## config.mk

```make
export PLATFORM = sky130hd
export DESIGN_NAME = alu_pipe
export DESIGN_NICKNAME = d
export VERILOG_FILES = /design/src/rtl/alu_pipe.sv
export SDC_FILE = /design/constraint.sdc
export NUM_CORES = 1
export LEC_CHECK = 0
export CAP_MARGIN = 20
export CORE_ASPECT_RATIO = 0.75
export CORE_MARGIN = 2
export CORE_UTILIZATION = 50
export CTS_CLUSTER_DIAMETER = 200
export DETAILED_ROUTE_END_ITERATION = 7
export HOLD_SLACK_MARGIN = 0.08
export PLACE_DENSITY = 0.82
export SYNTH_ARGS = -nofsm -noshare
export SYNTH_HDL_FRONTEND = slang
export SYNTH_SLANG_ARGS = --single-unit
```

## constraint.sdc

```tcl
create_clock -name clk_i -period 7.4 [get_ports clk_i]
set_input_delay 1.11 -clock clk_i [delete_from_list [all_inputs] [get_ports clk_i]]
set_output_delay 1.11 -clock clk_i [all_outputs]
set_load 0.02 [all_outputs]
```

## src/rtl/alu_pipe.sv

```systemverilog
// rtl/alu_pipe.sv - registered ALU with valid/ready handshakes and multi-cycle shift-add multiply
//
// Purpose:
//   Execution unit between decode and writeback. Single-cycle ops (ADD, SUB,
//   AND, OR, XOR, SHL, SHR) are registered on the accept edge. MUL runs an
//   unsigned shift-add loop over WIDTH cycles and then publishes the low WIDTH
//   bits of the product.
//
// Ports:
//   clk_i    - clock, rising edge
//   rst_i    - asynchronous active-high reset
//   valid_i  - operands/opcode presented
//   ready_o  - block can accept operands this cycle
//   a_i      - operand A
//   b_i      - operand B (low SHW bits are the shift amount for SHL/SHR)
//   op_i     - opcode: ADD, SUB, AND, OR, XOR, SHL, SHR, MUL (000..111)
//   valid_o  - result register holds a valid result
//   ready_i  - downstream accepts the result
//   alu_o    - result
//   flags_o  - {N, Z, C, V}

module alu_pipe #(
    parameter int WIDTH = 8
) (
    input  logic             clk_i,
    input  logic             rst_i,
    input  logic             valid_i,
    output logic             ready_o,
    input  logic [WIDTH-1:0] a_i,
    input  logic [WIDTH-1:0] b_i,
    input  logic [2:0]       op_i,
    output logic             valid_o,
    input  logic             ready_i,
    output logic [WIDTH-1:0] alu_o,
    output logic [3:0]       flags_o
);

    localparam int SHW = $clog2(WIDTH);

    localparam logic [2:0] OP_ADD = 3'b000;
    localparam logic [2:0] OP_SUB = 3'b001;
    localparam logic [2:0] OP_AND = 3'b010;
    localparam logic [2:0] OP_OR  = 3'b011;
    localparam logic [2:0] OP_XOR = 3'b100;
    localparam logic [2:0] OP_SHL = 3'b101;
    localparam logic [2:0] OP_SHR = 3'b110;
    localparam logic [2:0] OP_MUL = 3'b111;

    typedef enum logic [1:0] {
        S_IDLE = 2'd0,
        S_MUL  = 2'd1,
        S_DONE = 2'd2
    } state_t;

    state_t             state_q, state_d;
    logic [SHW-1:0]     cnt_q, cnt_d;
    logic [WIDTH-1:0]   a_q, a_d;
    logic [WIDTH-1:0]   b_q, b_d;
    logic [2*WIDTH-1:0] acc_q, acc_d;
    logic               valid_q, valid_d;
    logic [WIDTH-1:0]   alu_q, alu_d;
    logic [3:0]         flags_q, flags_d;

    logic               accept;
    logic               is_mul;
    logic [SHW-1:0]     sh;
    logic [WIDTH:0]     sum_w, dif_w, shl_w, shr_w;
    logic [WIDTH-1:0]   res;
    logic               res_c, res_v;
    logic               mul_hi_nz;

    // A new op may enter while the previous result drains in the same cycle.
    assign ready_o = (state_q == S_IDLE) && (!valid_q || ready_i);
    assign accept  = valid_i && ready_o;
    assign is_mul  = (op_i == OP_MUL);
    assign sh      = b_i[SHW-1:0];

    assign valid_o = valid_q;
    assign alu_o   = alu_q;
    assign flags_o = flags_q;

    assign mul_hi_nz = |acc_q[2*WIDTH-1:WIDTH];

    // Single-cycle datapath. The shifts run one bit wider so the last bit
    // shifted out lands in a fixed position: bit WIDTH for SHL, bit 0 for SHR.
    // With sh==0 that extra bit is the zero padding, giving C=0.
    always_comb begin
        res   = '0;
        res_c = 1'b0;
        res_v = 1'b0;
        sum_w = {1'b0, a_i} + {1'b0, b_i};
        dif_w = {1'b0, a_i} - {1'b0, b_i};
        shl_w = {1'b0, a_i} << sh;
        shr_w = {a_i, 1'b0} >> sh;
        case (op_i)
            OP_ADD: begin
                res   = sum_w[WIDTH-1:0];
                res_c = sum_w[WIDTH];
                res_v = (a_i[WIDTH-1] == b_i[WIDTH-1]) && (res[WIDTH-1] != a_i[WIDTH-1]);
            end
            OP_SUB: begin
                res   = dif_w[WIDTH-1:0];
                res_c = dif_w[WIDTH];
                res_v = (a_i[WIDTH-1] != b_i[WIDTH-1]) && (res[WIDTH-1] != a_i[WIDTH-1]);
            end
            OP_AND: res = a_i & b_i;
            OP_OR:  res = a_i | b_i;
            OP_XOR: res = a_i ^ b_i;
            OP_SHL: begin
                res   = shl_w[WIDTH-1:0];
                res_c = shl_w[WIDTH];
            end
            OP_SHR: begin
                res   = shr_w[WIDTH:1];
                res_c = shr_w[0];
            end
            default: res = '0;
        endcase
    end

    // State register and all datapath registers.
    always_ff @(posedge clk_i or posedge rst_i) begin
        if (rst_i) begin
            state_q <= S_IDLE;
            cnt_q   <= '0;
            a_q     <= '0;
            b_q     <= '0;
            acc_q   <= '0;
            valid_q <= 1'b0;
            alu_q   <= '0;
            flags_q <= '0;
        end else begin
            state_q <= state_d;
            cnt_q   <= cnt_d;
            a_q     <= a_d;
            b_q     <= b_d;
            acc_q   <= acc_d;
            valid_q <= valid_d;
            alu_q   <= alu_d;
            flags_q <= flags_d;
        end
    end

    // Next-state logic.
    always_comb begin
        state_d = state_q;
        case (state_q)
            S_IDLE: if (accept && is_mul) state_d = S_MUL;
            S_MUL:  if (cnt_q == SHW'(WIDTH - 1)) state_d = S_DONE;
            S_DONE: state_d = S_IDLE;
            default: state_d = S_IDLE;
        endcase
    end

    // Datapath and output register updates.
    always_comb begin
        cnt_d   = cnt_q;
        a_d     = a_q;
        b_d     = b_q;
        acc_d   = acc_q;
        valid_d = valid_q;
        alu_d   = alu_q;
        flags_d = flags_q;

        if (valid_q && ready_i) begin
            valid_d = 1'b0;
        end

        case (state_q)
            S_IDLE: begin
                if (accept && is_mul) begin
                    a_d   = a_i;
                    b_d   = b_i;
                    acc_d = '0;
                    cnt_d = '0;
                end else if (accept) begin
                    valid_d = 1'b1;
                    alu_d   = res;
                    flags_d = {res[WIDTH-1], (res == '0), res_c, res_v};
                end
            end
            S_MUL: begin
                if (b_q[cnt_q]) begin
                    acc_d = acc_q + ({{WIDTH{1'b0}}, a_q} << cnt_q);
                end
                // Counter wraps back to zero after the last iteration.
                cnt_d = cnt_q + SHW'(1);
            end
            S_DONE: begin
                // Output register is empty here: ready_o stayed low since accept.
                valid_d = 1'b1;
                alu_d   = acc_q[WIDTH-1:0];
                flags_d = {acc_q[WIDTH-1], (acc_q[WIDTH-1:0] == '0), mul_hi_nz, mul_hi_nz};
            end
            default: ;
        endcase
    end

endmodule

```

* Word level (Yosys, flattened, before mapping)
Cells that the tools add are included.
** Word-level totals
- Output and inout bits :: 14
- Flip-flop bits (word level) :: 50
** Cells by class
- Reduce and logical (&&, ||, !) cells :: 20
- Eq/ne operators :: 19
- Multiplexer cells :: 23
- Shifts and indexed selects :: 3
- $lt $le $gt $ge :: 1
- $add $sub $neg :: 4
- Bitwise operators :: 3
** Operators by type and width (count)
- 8-bit case mux with 7 select lines :: 1
- 16-bit two-way mux :: 2
- 16-bit case mux with 2 select lines :: 1
- 16-bit adder :: 1
- 8-bit logical NOT :: 2
- 8-bit two-way mux :: 2
- 8-bit case mux with 2 select lines :: 1
- 8-bit by 3-bit left shift with 16-bit output :: 1
- 3-bit equality test, second input constant :: 5
- 8-bit by 8-bit adder with 9-bit output :: 1
- 8-bit by 3-bit left shift with 9-bit output :: 1
- 9-bit by 3-bit >> shifter with 9-bit output :: 1
- 8-bit by 8-bit subtractor with 9-bit output :: 1
- 8-bit bitwise AND :: 1
- 4-bit two-way mux :: 2
- 2-bit inequality test, second input constant :: 4
- 8-bit bitwise OR :: 1
- 4-bit case mux with 2 select lines :: 1
- 8-bit OR reduction :: 1
- 8-bit bitwise XOR :: 1
- 3-bit by 2-bit equality test with 1-bit output, second input constant :: 2
- 1-bit logical AND :: 6
- 3-bit case mux with 2 select lines :: 1
- 2-bit AND reduction :: 3
- other kinds (21) :: 30

* Logic depth before layout (Yosys ltp)
Gate-level depths: netlist of run 1.
- Depth in word-level cells :: 7
- Gate-level depth with buffers :: 13

* Least setup slack after synthesis of run 1
Ideal clock, no wire load.
- Path type :: input to register
- From :: input port b_i[1]
- To :: register flags_q[2] (netlist: flags_o[2])
- Slack :: 3.789 ns
- Stages :: 11
- Arrival time :: 3.519 ns
- Cell sequence :: buf_2 -> buf_2 -> inv_1 -> ha_1 -> o21ba_2 -> or4_2 -> nand3_1 -> o311a_1 -> a2111oi_0 -> a211o_1 -> o31ai_2
** On the way
- Longest elaborated chain between the ends :: 6
** RTL lines
- from (decl) :: RTL line 30 : input logic [WIDTH-1:0] b_i,
- 8-bit by 8-bit subtractor with 9-bit output, or another cell as far along :: RTL line 92 : dif_w = {1'b0, a_i} - {1'b0, b_i};
- 8-bit case mux with 7 select lines * :: RTL line 95 : case (op_i)
- 8-bit logical NOT * :: RTL line 179 : flags_d = {res[WIDTH-1], (res == '0), res_c, res_v};
- 4-bit two-way mux * :: RTL line 176 : end else if (accept) begin
- 4-bit two-way mux * :: RTL line 171 : if (accept && is_mul) begin
- 4-bit case mux with 2 select lines * :: RTL line 169 : case (state_q)
- to (signal assigned) :: RTL line 140 : flags_q <= flags_d;
- to (decl) :: RTL line 62 : logic [3:0] flags_q, flags_d;
Every way passes the cells marked *; elsewhere a longest branch is shown, timed or not. The select of a mux whose other input is x is not followed.
A chain may end at the register's enable or synchronous reset.

* Final worst setup path of run 1
- From :: input port b_i[0]
- To :: register flags_q[2] (netlist: flags_o[2])
The elaborated chain is that of the path after synthesis.

==> results_dict.tcl, run 1 <==
set metrics [dict create \
    ys.flop_type "dfrtp_1" \
    ir_worst_vdd_v 0.0002041 \
    setup_viol 0 \
    drive_above_1_share_pct 7.881 \
    cp-end-kind "register" \
    viasPerCell 6.329 \
    synthDistinctLibCells 75 \
    tightest_slew_ps 941.4 \
    cts_buffer_depth 2 \
    required_ps 7610 \
    syn_area_mm2 0.004715 \
    antenna_found_initial 0 \
    min_period_ps 4523 \
    critPathBufInv 2 \
    setup-tns-final_ps 0 \
    synth-edff-count 0 \
    overflow 0 \
    cts_setup_buffers 0 \
    drtIter0Drc 533 \
    cts_hold_buf 0 \
    die_area_mm2 0.01023 \
    crit_arrival_ps 4730 \
    multiInputGateArea_mm2 0.003214 \
    grt_usage_pct 27.52 \
    worstSetupPathType "input pin to register" \
    startpoint_type "input pin" \
    min_period_over_period_pct 61.12 \
    hold_viol_final 0 \
    worst_r2r_path_depth 10 \
    holdPathStages 2 \
    max_freq_mhz 221.1 \
    dr.pass1.iters 5 \
    maxSlewViolCount 0 \
    critPathMaxStageDelay_ps 1010 \
    final_nets 638 \
    netlist_instances 551 \
    htree_num_levels 2 \
    grt_pass1_wl_um 21720 \
    numCtsBuffers 5 \
    crit_chain "clkdlybuf4s50_1, ha_1, fa_1, inv_1, mux4_2, o32ai_1, a2111oi_1, nand3_1, or4_4, o31ai_2" \
    finalPower_uw 1807 \
    synth.avg_cell_area_um2 8.556 \
    timing.critical_path.depth 10 \
    ios 37 \
    fin_skew_ps 5.667 \
    drcViolationCount 0 \
    die_x_um 116.1 \
    ff_latch_area_mm2 0.001226 \
    start_util_pct 51.69 \
    fp-row-count 30 \
    fillers 784 \
    min_path_type "register to register" \
    status "finished clean" \
    cpLargestDelayFamily "buffers and inverters" \
    drv_cap 0 \
    worstPathMaxFanout 22 \
    postRouteAntennaNets 0 \
    insertedDiodeCount 0 \
    routabilityCongestion 0.9623 \
    ys_warn_count 0 \
    yosysSeqAreaShare_pct 26.01 \
    cts_root_buffer "clkbuf_16" \
    grt_pass1_vias 4023 \
    synth_nets 619 \
    syn2layout_area_growth_pct 12.58 \
    rsz0062_at_grt "false" \
    hpwl_um 10210 \
    timing.hold.ws_ps 487.1 \
    ctsResizeCount 0 \
    async_flop_share_pct 100.0 \
    fp.coreArea_mm2 0.009121 \
    power.leakage_uw 0.002444 \
    cp_slowest_cell "clkdlybuf4s50_1" \
    cts_tree "yes" \
    wl_per_cell_um 19.30 \
    grt_max_degree 50 \
    slew_headroom_pct 37.11 \
    power_density_mw_per_mm2 340.5 \
    path_clk_slew_ps 70 \
    insertion_delay_ps 300 \
    ys_ff_latch 49 \
    cts_num_sinks 49 \
    totalWireLength_um 13490 \
    io_buffer_count 36 \
    route.vias.total 4424 \
    die_y_um 88.10 \
]
[tightest hold or removal path: cells and delay by family (launching register included)]
family | cells | cell delay [ps]
compound gates | 1 | 60
flops | 1 | 350
simple gates | 1 | 50
[power by group]
part	switching [uW]	internal (uW)	total (uW)	leakage (uW)
clock	103	169	272	0.0000831
sequential	143	386	529	0.000629
combinational	546	461	1010	0.00173
total	791	1020	1810	0.00244
[cells by family (layout without fill, tap and decap cells)]
| group | Yosys count | after routing | share of synthesized area, % |
|---|---|---|---|
| AO/OA/AOI/OAI | 184 | 184 | 27.12 |
| XOR/XNOR | 19 | 19 | 3.530 |
| adder cells (fa/ha/maj) | 45 | 45 | 12.42 |
| buffers and inverters | 61 | 81 | 5.812 |
| flip-flops | 49 | 49 | 26.01 |
| multiplexers | 33 | 33 | 8.413 |
| AND/OR/NAND/NOR | 160 | 160 | 16.69 |
[layer usage]
metal  vias up  wire, um  track usage, %  part of all wire, %
li1       2069         -               -                    -
met1      2076      6299           42.84                   47
met2       246      5544           38.60                   41
met3        33      1410           7.266                   10
met4         0       236           4.329                  1.7
met5         -         0               0                    0
[registers in the layout, indices dropped and copies added, names as in the netlist]
register,cells
state_q,2
a_q,8
cnt_q,3
valid_o,1
acc_q,16
flags_o,3
alu_o,8
b_q,8
[cell usage after synthesis (all sizes together), types with 9 or more instances]
master / n / area share, %
nor2: 38 / 3.0
buf: 13 / 2.0
o21ai: 39 / 4.1
a21oi: 32 / 3.6
nand3: 9 / 0.96
inv: 32 / 2.5
a21o: 13 / 2.1
a22o: 18 / 3.4
xnor2: 13 / 2.4
nor2b: 12 / 1.8
mux2i: 19 / 4.0
nor3: 13 / 1.4
dfrtp: 49 / 26
mux2: 10 / 2.5
ha: 42 / 11
nand2: 49 / 4.0
clkbuf: 16 / 1.3
nand2b: 11 / 1.5
o211ai: 9 / 1.4
[worst paths after layout]
| kind | start | endpoint | slack, ps |
|---|---|---|---|
| worst max-delay path | b_i[0] | flags_o[2]$_DFFE_PP0P_ | 2880 |
| worst min-delay path | b_q[5]$_DFFE_PP0P_ | b_q[5]$_DFFE_PP0P_ | 490 |
| worst max register to register | cnt_q[0]$_DFFE_PP0P_ | acc_q[15]$_DFFE_PP0P_ | 3850 |
| worst min register to register | b_q[5]$_DFFE_PP0P_ | b_q[5]$_DFFE_PP0P_ | 490 |
| max in group asynchronous | rst_i | b_q[0]$_DFFE_PP0P_ | 5870 |
| min in group asynchronous | rst_i | acc_q[2]$_DFFE_PP0P_ | 1050 |
[final cells by class]
type | instances | share of cell area [%]
Multi-Input combinational cell | 441 | 60.56
Sequential cell | 49 | 23.10
Clock buffer | 6 | 2.617
Timing Repair Buffer | 41 | 7.732
Clock inverter | 2 | 0.7072
Tap cell | 128 | 3.017
Inverter | 32 | 2.263
[layout by cell type (no fill, tap or decap), types with 8 or more instances in the layout]
cell type        count
a21o_1              13
a21oi_1             30
a22o_1              17
clkdlybuf4s50_1     36
dfrtp_1             49
ha_1                42
inv_1               30
mux2_2               9
mux2i_1             19
nand2_1             48
nand2b_1            11
nand3_1              9
nor2_1              38
nor2b_1             11
nor3_1              13
o211ai_1             9
o21ai_0             39
o22ai_1              8
xnor2_1             13
[stage by stage]
step	worst slack [ps]	cell area, um2	util (%)	cells
after floorplan	3789	4715	-	551
after global placement	2753	5111	56.04	690
after detailed placement	2656	5111	56.04	690
after CTS	2953	5288	57.97	698
after global routing	2742	5308	58.19	699
final	2877	5308	58.19	699
(Power assumes the default switching activity.)
==> inputs of run 2 (changes only) <==
- PLACE_DENSITY: 0.82 -> 0.85
- clock period: 7.4 -> 3.7 ns (I/O delays scaled with it)
==> results_dict.tcl, run 2 (synthesis gave the netlist of run 1 again) <==
set metrics [dict create \
    status "finished clean" \
    route.vias.total 4629 \
    antenna_found_initial 0 \
    totalWireLength_um 14710 \
    startpoint_type "input pin" \
    grt_pass1_wl_um 23690 \
    fillers 745 \
    ff_latch_area_mm2 0.001227 \
    maxSlewViolCount 0 \
    fin_skew_ps 4.496 \
    die_area_mm2 0.01023 \
    drtIter0Drc 388 \
    htree_num_levels 2 \
    setup-tns-final_ps 0 \
    drive_above_1_share_pct 12.19 \
    ios 37 \
    cts_root_buffer "clkbuf_16" \
    power.leakage_uw 0.002578 \
    cts_num_sinks 49 \
    multiInputGateArea_mm2 0.003214 \
    numCtsBuffers 5 \
    cts_tree "yes" \
    cts_hold_buf 0 \
    cts_buffer_depth 2 \
    min_period_over_period_pct 95.14 \
    postRouteAntennaNets 0 \
    largest_reg_flops 16 \
    timing.hold.ws_ps 481.6 \
    insertion_delay_ps 300 \
    place_area_mm2 0.005321 \
    path_clk_slew_ps 60 \
    viasPerCell 6.367 \
    drcViolationCount 0 \
    hpwl_um 11540 \
    dr.pass1.iters 5 \
    min_path_type "register to register" \
    overflow 0 \
    die_x_um 116.1 \
    fp.coreArea_mm2 0.009121 \
    slew_headroom_pct 45.74 \
    final_cell_mix "nand2_1 (48), dfrtp_1 (48), ha_1 (42)" \
    hold_start "b_q[3]$_DFFE_PP0P_" \
    rsz0062_at_grt "false" \
    syn2layout_area_growth_pct 16.99 \
    min_period_ps 3520 \
    cp-end-kind "register" \
    cts_setup_buffers 0 \
    final_nets 666 \
    hold_viol_final 0 \
    ir_worst_vdd_v 0.0004011 \
    power_density_mw_per_mm2 674.4 \
    grt_pass1_vias 4442 \
    fp-row-count 30 \
    routabilityCongestion 0.9704 \
    reg2reg_from "cnt_q[2]$_DFFE_PP0P_" \
    grt_usage_pct 30.38 \
    max_freq_mhz 284.1 \
    largest-register "acc_q" \
    worstSetupPathType "input pin to register" \
    ctsResizeCount 0 \
    setup_viol 0 \
    design_area_mm2 0.005515 \
    wl_per_cell_um 20.23 \
    tightest_slew_ps 811.8 \
    die_y_um 88.10 \
    drv_cap 0 \
    grt_max_degree 50 \
    io_buffer_count 36 \
    dp_cells 718 \
    critPathLaunch "a_i[0]" \
    layoutNonFillerInstCount 727 \
    insertedDiodeCount 0 \
    required_ps 3910 \
    worstPathMaxFanout 3 \
    start_util_pct 51.69 \
    crit_arrival_ps 3730 \
    finalPower_uw 3720 \
]
run 2: changes by cell type in the layout (fill, tap and decap cells not counted):
cell / delta
buf_4: +28
clkbuf_1: +1
clkinvlp_4: -1
dfrtp_1: -1
dfrtp_2: +1
run 2: metrics by stage:
stage,worst slack [ps],util (%)
2_1_floorplan,508.8,-
3_3_place_gp,27.01,58.26
3_5_place_dp,-84.57,58.34
4_1_cts,219.1,60.23
5_1_grt,83.45,60.47
6_report,179.9,60.47
run 2: power breakdown:
part / switching [uW] / internal, uW
sequential: 271 / 773
combinational: 1170 / 966
clock: 201 / 338
run 2: metal layers:
| metal | share of wire [%] | track usage, % | vias up |
|---|---|---|---|
| met5 | 0 | 0 | - |
| met1 | 43 | 42.88 | 2201 |
| met2 | 42 | 45.03 | 274 |
| met4 | 2.4 | 7.684 | 0 |
| met3 | 12 | 10.17 | 33 |
| li1 | - | - | 2121 |
run 2: path summary, 6_finish.rpt:
check	endpoint	slack [ps]	cells past startpoint
max	flags_o[2]$_DFFE_PP0P_	180	10
min	b_q[3]$_DFFE_PP0P_	480	2
max reg2reg	acc_q[14]$_DFFE_PP0P_	300	10
min reg2reg	b_q[3]$_DFFE_PP0P_	480	2
max in group asynchronous	cnt_q[1]$_DFFE_PP0P_	2670	3
min in group asynchronous	acc_q[2]$_DFFE_PP0P_	520	2
run 2: final cells by class:
type                            count  share of cell area (%)
Clock buffer                        7                   2.586
Inverter                           32                   2.178
Tap cell                          128                   2.904
Timing Repair Buffer               69                   11.25
Clock inverter                      1                  0.5445
Sequential cell                    49                   22.26
Multi-Input combinational cell    441                   58.28
run 2: worst max-delay path: stages:
cell and delay, ps:
clkdlybuf4s50_1 520, inv_1 80, ha_1 220, fa_1 500, mux4_2 240, o32ai_1 90, a2111oi_1 670, nand3_1 150
or4_4 530, o31ai_2 180
